## config.mk

```make
export PLATFORM = sky130hd
export DESIGN_NAME = bram_uart_sender
export DESIGN_NICKNAME = d
export VERILOG_FILES = /design/src/rtl/bram_uart_sender.sv
export SDC_FILE = /design/constraint.sdc
export NUM_CORES = 1
export LEC_CHECK = 0
export CAP_MARGIN = 10
export CELL_PAD_IN_SITES_DETAIL_PLACEMENT = 2
export CELL_PAD_IN_SITES_GLOBAL_PLACEMENT = 2
export CORE_MARGIN = 2
export CORE_UTILIZATION = 35
export DETAILED_ROUTE_END_ITERATION = 16
export PLACE_DENSITY = 0.81
export SETUP_SLACK_MARGIN = 0.3
export SLEW_MARGIN = 10
export SYNTH_ARGS = -nofsm -noshare
export SYNTH_HDL_FRONTEND = slang
export SYNTH_SLANG_ARGS = --single-unit
```

## constraint.sdc

```tcl
create_clock -name clk -period 5.7 [get_ports clk]
set_input_delay 1.71 -clock clk [delete_from_list [all_inputs] [get_ports clk]]
set_output_delay 1.71 -clock clk [all_outputs]
set_load 0.1 [all_outputs]
```

## src/rtl/bram_uart_sender.sv

```systemverilog
// -----------------------------------------------------------------------------
// bram_uart_sender
// Reads every stored pixel word out of the frame BRAM and streams it to the PC
// over an 8N1 UART. Stream: one sync byte, then per pixel {4'h0, R} followed by
// {G, B}, in ascending address order.
//
// Ports
//   clk        in   system clock
//   rst        in   synchronous active-high reset
//   start      in   level; a rising edge requests a transfer (accepted in IDLE/DONE)
//   abort      in   level; stop after the UART frame currently on the wire
//   bram_addr  out  BRAM read address
//   bram_dout  in   BRAM read data, RGB444 {R,G,B}, RD_LAT cycles after address
//   tx         out  UART serial line, idle high
//   busy       out  transfer in progress
//   done       out  last transfer completed; held until next accepted start or rst
// -----------------------------------------------------------------------------
module bram_uart_sender #(
   parameter int         CLKS_PER_BIT = 564,
   parameter int         ADDR_W       = 17,
   parameter int         NUM_WORDS    = 76800,
   parameter int         RD_LAT       = 2,
   parameter logic [7:0] SYNC_BYTE    = 8'hA5
) (
   input  logic              clk,
   input  logic              rst,
   input  logic              start,
   input  logic              abort,
   output logic [ADDR_W-1:0] bram_addr,
   input  logic [11:0]       bram_dout,
   output logic              tx,
   output logic              busy,
   output logic              done
);

   localparam int BAUD_W = (CLKS_PER_BIT > 1) ? $clog2(CLKS_PER_BIT) : 1;
   localparam int RD_W   = (RD_LAT > 1) ? $clog2(RD_LAT) : 1;
   localparam logic [BAUD_W-1:0] BAUD_LAST = BAUD_W'(CLKS_PER_BIT - 1);
   localparam logic [RD_W-1:0]   RD_LAST   = RD_W'(RD_LAT - 1);
   localparam logic [ADDR_W-1:0] ADDR_LAST = ADDR_W'(NUM_WORDS - 1);

   typedef enum logic [2:0] {
      IDLE, SEND_SYNC, FETCH, WAIT_RD, SEND_HI, SEND_LO, DONE
   } state_t;

   state_t            state_reg, state_next;
   logic [ADDR_W-1:0] addr_reg, addr_next;
   logic [RD_W-1:0]   rd_cnt_reg, rd_cnt_next;
   logic              abort_pend_reg, abort_pend_next;
   logic              start_d_q;
   // Only the low byte of the fetched pixel needs holding: the high nibble is
   // handed to the UART directly from bram_dout in the same cycle it is latched.
   logic [7:0]        pix_q;
   logic              pix_load;

   // UART byte engine
   logic [9:0]        shift_reg;
   logic              frame_active_reg;
   logic [3:0]        bit_idx_reg;
   logic [BAUD_W-1:0] baud_cnt_reg;
   logic              byte_load;
   logic [7:0]        byte_data;
   logic              byte_sent;

   logic start_rise;
   logic abort_any;

   assign start_rise = start & ~start_d_q;
   // abort is a level that may be pulsed for a single cycle; remember it until
   // the frame on the wire has finished.
   assign abort_any  = abort | abort_pend_reg;
   assign byte_sent  = frame_active_reg && (bit_idx_reg == 4'd9) && (baud_cnt_reg == BAUD_LAST);

   assign bram_addr = addr_reg;
   assign busy      = (state_reg != IDLE) && (state_reg != DONE);
   assign done      = (state_reg == DONE);
   assign tx        = frame_active_reg ? shift_reg[0] : 1'b1;

   always_comb begin
      state_next      = state_reg;
      addr_next       = addr_reg;
      rd_cnt_next     = rd_cnt_reg;
      abort_pend_next = abort_pend_reg;
      pix_load        = 1'b0;
      byte_load       = 1'b0;
      byte_data       = SYNC_BYTE;
      case (state_reg)
         IDLE, DONE: begin
            abort_pend_next = 1'b0;
            // abort beats a simultaneous start edge
            if (start_rise && !abort) begin
               state_next = SEND_SYNC;
               addr_next  = '0;
               byte_load  = 1'b1;
               byte_data  = SYNC_BYTE;
            end
         end
         SEND_SYNC: begin
            abort_pend_next = abort_any;
            if (byte_sent) begin
               if (abort_any) begin
                  state_next      = IDLE;
                  addr_next       = '0;
                  abort_pend_next = 1'b0;
               end else begin
                  state_next = FETCH;
               end
            end
         end
         FETCH: begin
            if (abort_any) begin
               state_next      = IDLE;
               addr_next       = '0;
               abort_pend_next = 1'b0;
            end else begin
               rd_cnt_next = '0;
               state_next  = WAIT_RD;
            end
         end
         WAIT_RD: begin
            if (abort_any) begin
               state_next      = IDLE;
               addr_next       = '0;
               abort_pend_next = 1'b0;
            end else if (rd_cnt_reg == RD_LAST) begin
               pix_load   = 1'b1;
               byte_load  = 1'b1;
               byte_data  = {4'h0, bram_dout[11:8]};
               state_next = SEND_HI;
            end else begin
               rd_cnt_next = rd_cnt_reg + RD_W'(1);
            end
         end
         SEND_HI: begin
            abort_pend_next = abort_any;
            if (byte_sent) begin
               if (abort_any) begin
                  state_next      = IDLE;
                  addr_next       = '0;
                  abort_pend_next = 1'b0;
               end else begin
                  // load at the stop-bit edge so the next start bit follows directly
                  byte_load  = 1'b1;
                  byte_data  = pix_q;
                  state_next = SEND_LO;
               end
            end
         end
         SEND_LO: begin
            abort_pend_next = abort_any;
            if (byte_sent) begin
               if (abort_any) begin
                  state_next      = IDLE;
                  addr_next       = '0;
                  abort_pend_next = 1'b0;
               end else if (addr_reg == ADDR_LAST) begin
                  state_next = DONE;
               end else begin
                  addr_next  = addr_reg + ADDR_W'(1);
                  state_next = FETCH;
               end
            end
         end
         default: begin
            state_next = IDLE;
         end
      endcase
   end

   always_ff @(posedge clk) begin
      if (rst) begin
         state_reg      <= IDLE;
         addr_reg       <= '0;
         rd_cnt_reg     <= '0;
         abort_pend_reg <= 1'b0;
         // a start already high when reset releases must not count as an edge
         start_d_q      <= 1'b1;
         pix_q          <= '0;
      end else begin
         state_reg      <= state_next;
         addr_reg       <= addr_next;
         rd_cnt_reg     <= rd_cnt_next;
         abort_pend_reg <= abort_pend_next;
         start_d_q      <= start;
         if (pix_load) begin
            pix_q <= bram_dout[7:0];
         end
      end
   end

   // Frame layout in shift_reg (LSB goes out first): start 0, d0..d7, stop 1.
   always_ff @(posedge clk) begin
      if (rst) begin
         frame_active_reg <= 1'b0;
         shift_reg        <= '1;
         bit_idx_reg      <= '0;
         baud_cnt_reg     <= '0;
      end else if (byte_load) begin
         frame_active_reg <= 1'b1;
         shift_reg        <= {1'b1, byte_data, 1'b0};
         bit_idx_reg      <= '0;
         baud_cnt_reg     <= '0;
      end else if (frame_active_reg) begin
         if (baud_cnt_reg == BAUD_LAST) begin
            baud_cnt_reg <= '0;
            if (bit_idx_reg == 4'd9) begin
               frame_active_reg <= 1'b0;
            end else begin
               bit_idx_reg <= bit_idx_reg + 4'd1;
               shift_reg   <= {1'b1, shift_reg[9:1]};
            end
         end else begin
            baud_cnt_reg <= baud_cnt_reg + BAUD_W'(1);
         end
      end
   end

endmodule

```

Word-level counts from Yosys, hierarchy flattened
Index checks and enable logic that the tools add are counted.

Bits in registers: 55. Output and inout port bits: 20.

Add/sub/neg operators: 4. Eq/ne operators: 21. Muxes and demuxes: 48. Bitwise gates (word level): 4. Reduce and logical (&&, ||, !) cells: 23.

Operators with widths (number): $mux 17 (6); $pmux 17 s4 (1); $mux 9 (4); $mux 8 (4); $mux 3 (9); $pmux 3 s6 (1); $add 17x1->17 const B (1); $eq 17x17->1 const B (1); $mux 1 (16); $pmux 8 s2 (1); $ne 2x2->1 const B (7); $add 10x1->10 const B (1); $eq 10x10->1 const B (1); $mux 10 (1); $reduce_and 5->1 (2); $eq 3x3->1 const B (3); $ne 3x3->1 const B (3); $reduce_and 3->1 (3); $reduce_or 2->1 (4); $eq 3x2->1 const B (2); $pmux 1 s3 (2); $reduce_bool 2->1 (3); $reduce_bool 3->1 (2); $add 4x1->4 const B (1); other kinds (15) (21).

Longest topological paths before layout
Gate-level depths: netlist (run 1).

Depth after elaboration: 7. Gate-level depth with buffers: 11. Mapped depth without buffers: 8.

Worst setup path before layout (run 1)
No wires, ideal clock.

Kind: reg2out. From: register state_reg[1]. To: output port done. Arrival time: 2.038 ns. Data required time: 3.990 ns. Path slack: 1.952 ns. Stages on the path, launching flop included: 4. Buffers on the path: 1. Cell sequence: dfxtp_1 > clkbuf_1 > inv_1 > nor2_1.

Cells in the longest elaborated chain, start to end: 1.

RTL lines: from (decl) (line 46) `state_t state_reg, state_next;`; from (signal assigned) (line 180) `state_reg <= state_next;`; $eq 3x3->1 (line 76) `assign done = (state_reg == DONE);`; to (decl) (line 33) `output logic done`.

Every way passes these cells.

Final worst setup path (run 1)
From: register state_reg[1]. To: output port busy.

Cells in the longest elaborated chain, start to end: 2. Elaborated cells on any way between the ends: 3. Classes of those cells: eq/ne: 1; reduce/logical: 2.

RTL lines: $ne 3x3->1 / $reduce_bool 3->1 (equally long branches) (line 75) `assign busy = (state_reg != IDLE) && (state_reg != DONE);`; $logic_and 1x1->1 (*) (line 75); to (decl) (line 32) `output logic busy,`.

Mark *: on every way between the ends. The rest lies on a longest branch, timed or not.

==> flow_metrics.tcl, run 1 <==
set metrics [dict create \
    end_kind "output pin" \
    grt_usage 0.196 \
    clk_pin_slew_ns 0.10 \
    nets 377 \
    max_freq_mhz 237 \
    dr_total_vias 2507 \
    cts_hold_buf 0 \
    holdCritStartpoint "pix_q[2]$_SDFFE_PP0P_" \
    cts_tree "done" \
    place_inst 452 \
    dieArea_mm2 0.00846 \
    ys_top_cells_by_area "dfxtp_1 (41%), a21oi_1 (6.1%), nand2_1 (5.4%)" \
    vias_per_cell 5.45 \
    largest_reg_flops 17 \
    tightestPinTransition_ns 0.988 \
    skew_ns 0.00837 \
    max-cap-violations 0 \
    initial_core_util 0.356 \
    place_hpwl_um 5570 \
    slowest_delay_ns 1.14 \
    ir_worst_vdd_v 0.000102 \
    startpoint_type "register" \
    yosysSeqAreaShare 0.406 \
    dr.pass1.iters 4 \
    fin_tns_setup_ns 0 \
    cp.arrival_ns 2.51 \
    synth_common_cells "dfxtp_1 (55), nand2_1 (39), nor2_1 (39), a21oi_1 (33), o21ai_0 (17)" \
    yosysUniqueCellTypes 48 \
    finalSetupViolations 0 \
    final-max-slew-violation-count 0 \
    worst_r2r_endpoint "bram_addr[13]$_SDFFE_PP0P_" \
    synth_most_common_cell "dfxtp_1" \
    final_layout_size_suffix_gt1_frac 0.0447 \
    antenna_found_initial 0 \
    synth-edff-count 0 \
    clkSinkCount 55 \
    finalCritPeriodShare 0.741 \
    clockRootBuffer "clkbuf_8" \
    crit_start "state_reg[1]$_SDFFE_PP0P_" \
    crit_required_ns 3.99 \
    layout.cells.non_filler 460 \
    antenna_cells 0 \
    synth_warnings 0 \
    yosysTopAreaCell "dfxtp_1" \
    ys_seq_elements 55 \
    whs_ns 0.471 \
    syn-cell-area_mm2 0.00271 \
    hp-class "register to register" \
    post-route-drc-count 0 \
    slew_headroom 0.340 \
    die_x_um 92.0 \
    syn_nets 352 \
    synthArstFlopShare 0 \
    cts_buffer_depth 2 \
    critical_path.slowest_cell "clkdlybuf4s50_1" \
    cts_setup_buffers 0 \
    clk_latency_ns 0.32 \
    fp.dieH_um 92.0 \
    worst-r2r-setup-slack_ns 3.09 \
    syn_inst 332 \
    htree_levels 2 \
    synth_area_per_cell_um2 8.16 \
    io_pins 36 \
    cp_cell_sequence "xnor2_1 -> nand2b_1 -> clkdlybuf4s50_1" \
    gp_congestion 0.768 \
    place.port_buffers 35 \
    reg2reg_from "baud_cnt_reg[0]$_SDFFE_PP0P_" \
    ys_dominant_reg_cell "dfxtp_1" \
    critPathMaxFanout 14 \
    ff2ff_path_depth 7 \
    drtIter0Drc 77 \
    synth_top_area_share 0.406 \
    status "complete, no violations" \
    rows 32 \
    power_density_mw_per_mm2 239 \
    core-area_mm2 0.00761 \
    syn_to_final_growth_pct 18.3 \
    grt_pass1_wl_um 13600 \
    grt_pass1_vias 2685 \
    hold_viol 0 \
    cts.repair.resized 0 \
    crit_path_end "busy" \
    cts_made_buffers 5 \
    wl_um 7730 \
    p_leak_nw 1.05 \
    wl_per_cell_um 16.8 \
    period_needed_ns 4.22 \
    rsz0062_at_grt "no" \
    overflow 0 \
    grt_max_degree 33 \
    ant_nets 0 \
    path_class "register to output pin" \
]
per-layer routing:
layer  vias to the layer above  track usage  share of wire
met4                         0       0.0373          0.011
met3                         7       0.0296          0.016
met2                        25        0.333           0.49
li1                       1229            -              -
met1                      1246        0.265           0.48
met5                         -            0              0
area by class of cell:
type	instances	area (µm²)
Multi-Input combinational cell	254	1500
Inverter	5	18.8
Clock buffer	6	82.6
Sequential cell	55	1100
Tap cell	102	128
Clock inverter	2	16.3
Fill cell	873	4400
Timing Repair Buffer	36	358
worst min path at each step:
stage	to	depth (start not counted)	slack, ns
after floorplan	pix_q[5]$_SDFFE_PP0P_	2	0.43
after global placement	pix_q[7]$_SDFFE_PP0P_	2	0.45
after detailed placement	pix_q[5]$_SDFFE_PP0P_	2	0.46
after CTS	pix_q[5]$_SDFFE_PP0P_	2	0.48
after global routing	pix_q[2]$_SDFFE_PP0P_	2	0.50
final	pix_q[2]$_SDFFE_PP0P_	2	0.47
placed cells by master (no fill, tap or decap), types with 5 or more instances in the layout:
cell type	instances
dfxtp_1	55
nor2_1	39
nand2_1	39
clkdlybuf4s50_1	35
a21oi_1	33
o21ai_0	17
nand3_1	16
xor2_1	14
nand4_1	9
or4_1	7
and4_1	6
clkbuf_8	6
xnor2_1	5
inv_1	5
o31ai_1	5
or3_1	5
kinds of logic after synthesis:
group | count (synthesis) | synth area share
and+or+nand+nor | 154 | 0.297
AOI/OAI and AO/OA | 73 | 0.163
DFF | 55 | 0.406
buffers and inverters | 23 | 0.0393
xor gates and xnor gates | 19 | 0.0614
muxes | 4 | 0.0148
adders and majority gates | 4 | 0.0185
power by group:
group          internal, mW  switching, mW  total [mW]
clock network        0.0995          0.135       0.234
registers             0.392         0.0142       0.406
logic                0.0402         0.0847       0.125
total                 0.532          0.233       0.765
metrics by stage:
step | util | total power, mW | setup slack (ns) | area [µm²]
after floorplan | - | 0.508 | 1.95 | 2710
after global placement | 0.408 | 0.536 | 1.39 | 3110
after detailed placement | 0.408 | 0.540 | 1.23 | 3110
after CTS | 0.421 | 0.777 | 1.46 | 3210
after global routing | 0.421 | 0.804 | 1.26 | 3210
final | 0.421 | 0.765 | 1.48 | 3210
critical path, delay by kind of cell, from the launching register on:
kind | cells | cell delay, ns
buffers and inverters | 1 | 1.14
flip-flops | 1 | 0.62
XOR/XNOR | 1 | 0.28
AND/OR/NAND/NOR | 1 | 0.15
No activity file was read; power rests on OpenSTA's default activity.
==> inputs of run 2 (changes only) <==
--- a/config.mk
+++ b/config.mk
@@ -9,9 +9,9 @@
 export CELL_PAD_IN_SITES_DETAIL_PLACEMENT = 2
 export CELL_PAD_IN_SITES_GLOBAL_PLACEMENT = 2
 export CORE_MARGIN = 2
-export CORE_UTILIZATION = 35
+export CORE_UTILIZATION = 29
 export DETAILED_ROUTE_END_ITERATION = 16
-export PLACE_DENSITY = 0.81
+export PLACE_DENSITY = 0.72
 export SETUP_SLACK_MARGIN = 0.3
 export SLEW_MARGIN = 10
 export SYNTH_ARGS = -nofsm -noshare
==> constraint.sdc (replaced) <==
create_clock -name clk -period 3.75 [get_ports clk]
set_input_delay 1.125 -clock clk [delete_from_list [all_inputs] [get_ports clk]]
set_output_delay 1.125 -clock clk [all_outputs]
set_load 0.1 [all_outputs]
==> run 2 against run 1 <==
Global-route usage is 3.6 points lower. Via count down 0.48%. Final cell count is 2.6% higher. Clock power up 49%. Sequential share of layout area increased by 0.23 points. Final area fell by 0.66%. Critical path depth is 4 higher. Largest cell class unchanged.
==> flow_metrics.tcl, run 2 (synthesis gave the netlist of run 1 again) <==
set metrics [dict create \
    holdCritStartpoint "pix_q[7]$_SDFFE_PP0P_" \
    status "complete, no violations" \
    clk_pin_slew_ns 0.11 \
    fin_tns_setup_ns 0 \
    finalSetupViolations 0 \
    reg2reg_from "baud_cnt_reg[0]$_SDFFE_PP0P_" \
    hold_viol 0 \
    multiInputGateArea_mm2 0.00150 \
    place_hpwl_um 5430 \
    p_leak_nw 1.10 \
    skew_ns 0.0127 \
    tightestPinTransition_ns 0.720 \
    worst-r2r-setup-slack_ns 1.20 \
    cts_hold_buf 0 \
    ir_worst_vdd_v 0.000196 \
    final_common_cell "dfxtp_1" \
    startpoint_type "primary input" \
    cts_setup_buffers 0 \
    slew_headroom 0.518 \
    critical_path.slowest_cell "or4_1" \
    grt_max_degree 33 \
    dr.pass1.iters 4 \
    antenna_cells 0 \
    final_cell_mix "dfxtp_1 (55), nor2_1 (39), nand2_1 (39)" \
    critPathMaxFanout 21 \
    fp.dieH_um 101 \
    dr_total_vias 2495 \
    cp_cell_sequence "clkdlybuf4s50_1 -> nor3b_1 -> nand3b_1 -> o211ai_4 -> nand3_4 -> or4_1 -> a21oi_1" \
    grt_pass1_wl_um 12900 \
    core-area_mm2 0.00915 \
    final_layout_size_suffix_gt1_frac 0.108 \
    seq_area_mm2 0.00110 \
    slowest_delay_ns 0.56 \
    grt_usage 0.159 \
    finish.instance_area_mm2 0.00318 \
    clkSinkCount 55 \
    max_freq_mhz 324 \
    max-cap-violations 0 \
    wl_um 7520 \
    gp_congestion 0.744 \
    placed_area_mm2 0.00309 \
    ff2ff_path_depth 7 \
    rows 35 \
    antenna_found_initial 0 \
    place.port_buffers 35 \
    grt_pass1_vias 2578 \
    utilization 0.348 \
    htree_levels 2 \
    end_kind "register" \
    nets 380 \
    cts.repair.resized 0 \
    rsz0062_at_grt "no" \
    crit_required_ns 4.01 \
    clockRootBuffer "clkbuf_8" \
    fillers 1057 \
    cp.arrival_ns 3.35 \
    cts_tree "done" \
    vias_per_cell 5.29 \
    io_pins 36 \
    whs_ns 0.467 \
    path_class "primary input to register" \
    largest_reg_flops 17 \
    finalCritPeriodShare 0.822 \
    power_density_mw_per_mm2 362 \
    ant_nets 0 \
    clk_latency_ns 0.32 \
    holdPathStages 2 \
    holdPathEnd "pix_q[7]$_SDFFE_PP0P_" \
    wl_per_cell_um 15.9 \
    hp-class "register to register" \
    drtIter0Drc 80 \
    cts_made_buffers 5 \
    post-route-drc-count 0 \
    cts_buffer_depth 2 \
    syn_to_final_growth_pct 17.6 \
    final-max-slew-violation-count 0 \
    initial_core_util 0.296 \
    overflow 0 \
    period_needed_ns 3.08 \
    die_x_um 101 \
    dieArea_mm2 0.0101 \
    worst_r2r_endpoint "bram_addr[13]$_SDFFE_PP0P_" \
]
run 2: cell count changes in the layout (fill, tap and decap cells not counted), sizes merged:
cell           delta
buf              +23
clkbuf            -1
clkdlybuf4s50    -20
clkinv            +1
run 2: layout make-up:
type,count,share of cell area
multi-input cells,254,0.472
flip-flops and latches,55,0.346
inverters,5,0.00589
clock inverters,3,0.00786
clock buffers,5,0.0216
well taps,111,0.0436
repair buffers,39,0.104
run 2: worst max-delay path by stage:
| stage | start | endpoint | slack, ns | depth (start not counted) |
|---|---|---|---|---|
| floorplan | state_reg[1]$_SDFFE_PP0P_ | done | 0.59 | 3 |
| global placement | abort | bram_addr[15]$_SDFFE_PP0P_ | 0.35 | 7 |
| global route | abort | bram_addr[13]$_SDFFE_PP0P_ | 0.50 | 7 |
| finish | abort | bram_addr[13]$_SDFFE_PP0P_ | 0.67 | 7 |
| CTS | abort | bram_addr[13]$_SDFFE_PP0P_ | 0.65 | 7 |
| detailed placement | abort | bram_addr[13]$_SDFFE_PP0P_ | 0.30 | 7 |
run 2: per-layer routing:
layer  part of all wire  GRT usage  up-vias
li1                   -          -     1237
met1               0.49      0.212     1223
met2               0.47      0.268       27
met3              0.024     0.0250        8
met4              0.012     0.0443        0
met5                  0          0        -
run 2: through the flow:
| step | setup WS, ns | instances | power [mW] |
|---|---|---|---|
| global route | 0.504 | 472 | 1.22 |
| global placement | 0.348 | 464 | 0.815 |
| finish | 0.666 | 472 | 1.15 |
| CTS | 0.649 | 472 | 1.17 |
| detailed placement | 0.304 | 464 | 0.819 |
| floorplan | 0.587 | 332 | 0.772 |
run 2: worst max-delay path: cells and delay by family:
| kind | cells | cell delay (ns) |
|---|---|---|
| buffers and inverters | 1 | 0.45 |
| and+or+nand+nor | 4 | 1.40 |
| AOI/OAI and AO/OA | 2 | 0.37 |
run 2: report_power, final:
group,internal (mW),switching [mW],leakage (nW)
Combinational,0.0604,0.125,0.611
Sequential,0.596,0.0214,0.444
Clock,0.134,0.214,0.0443
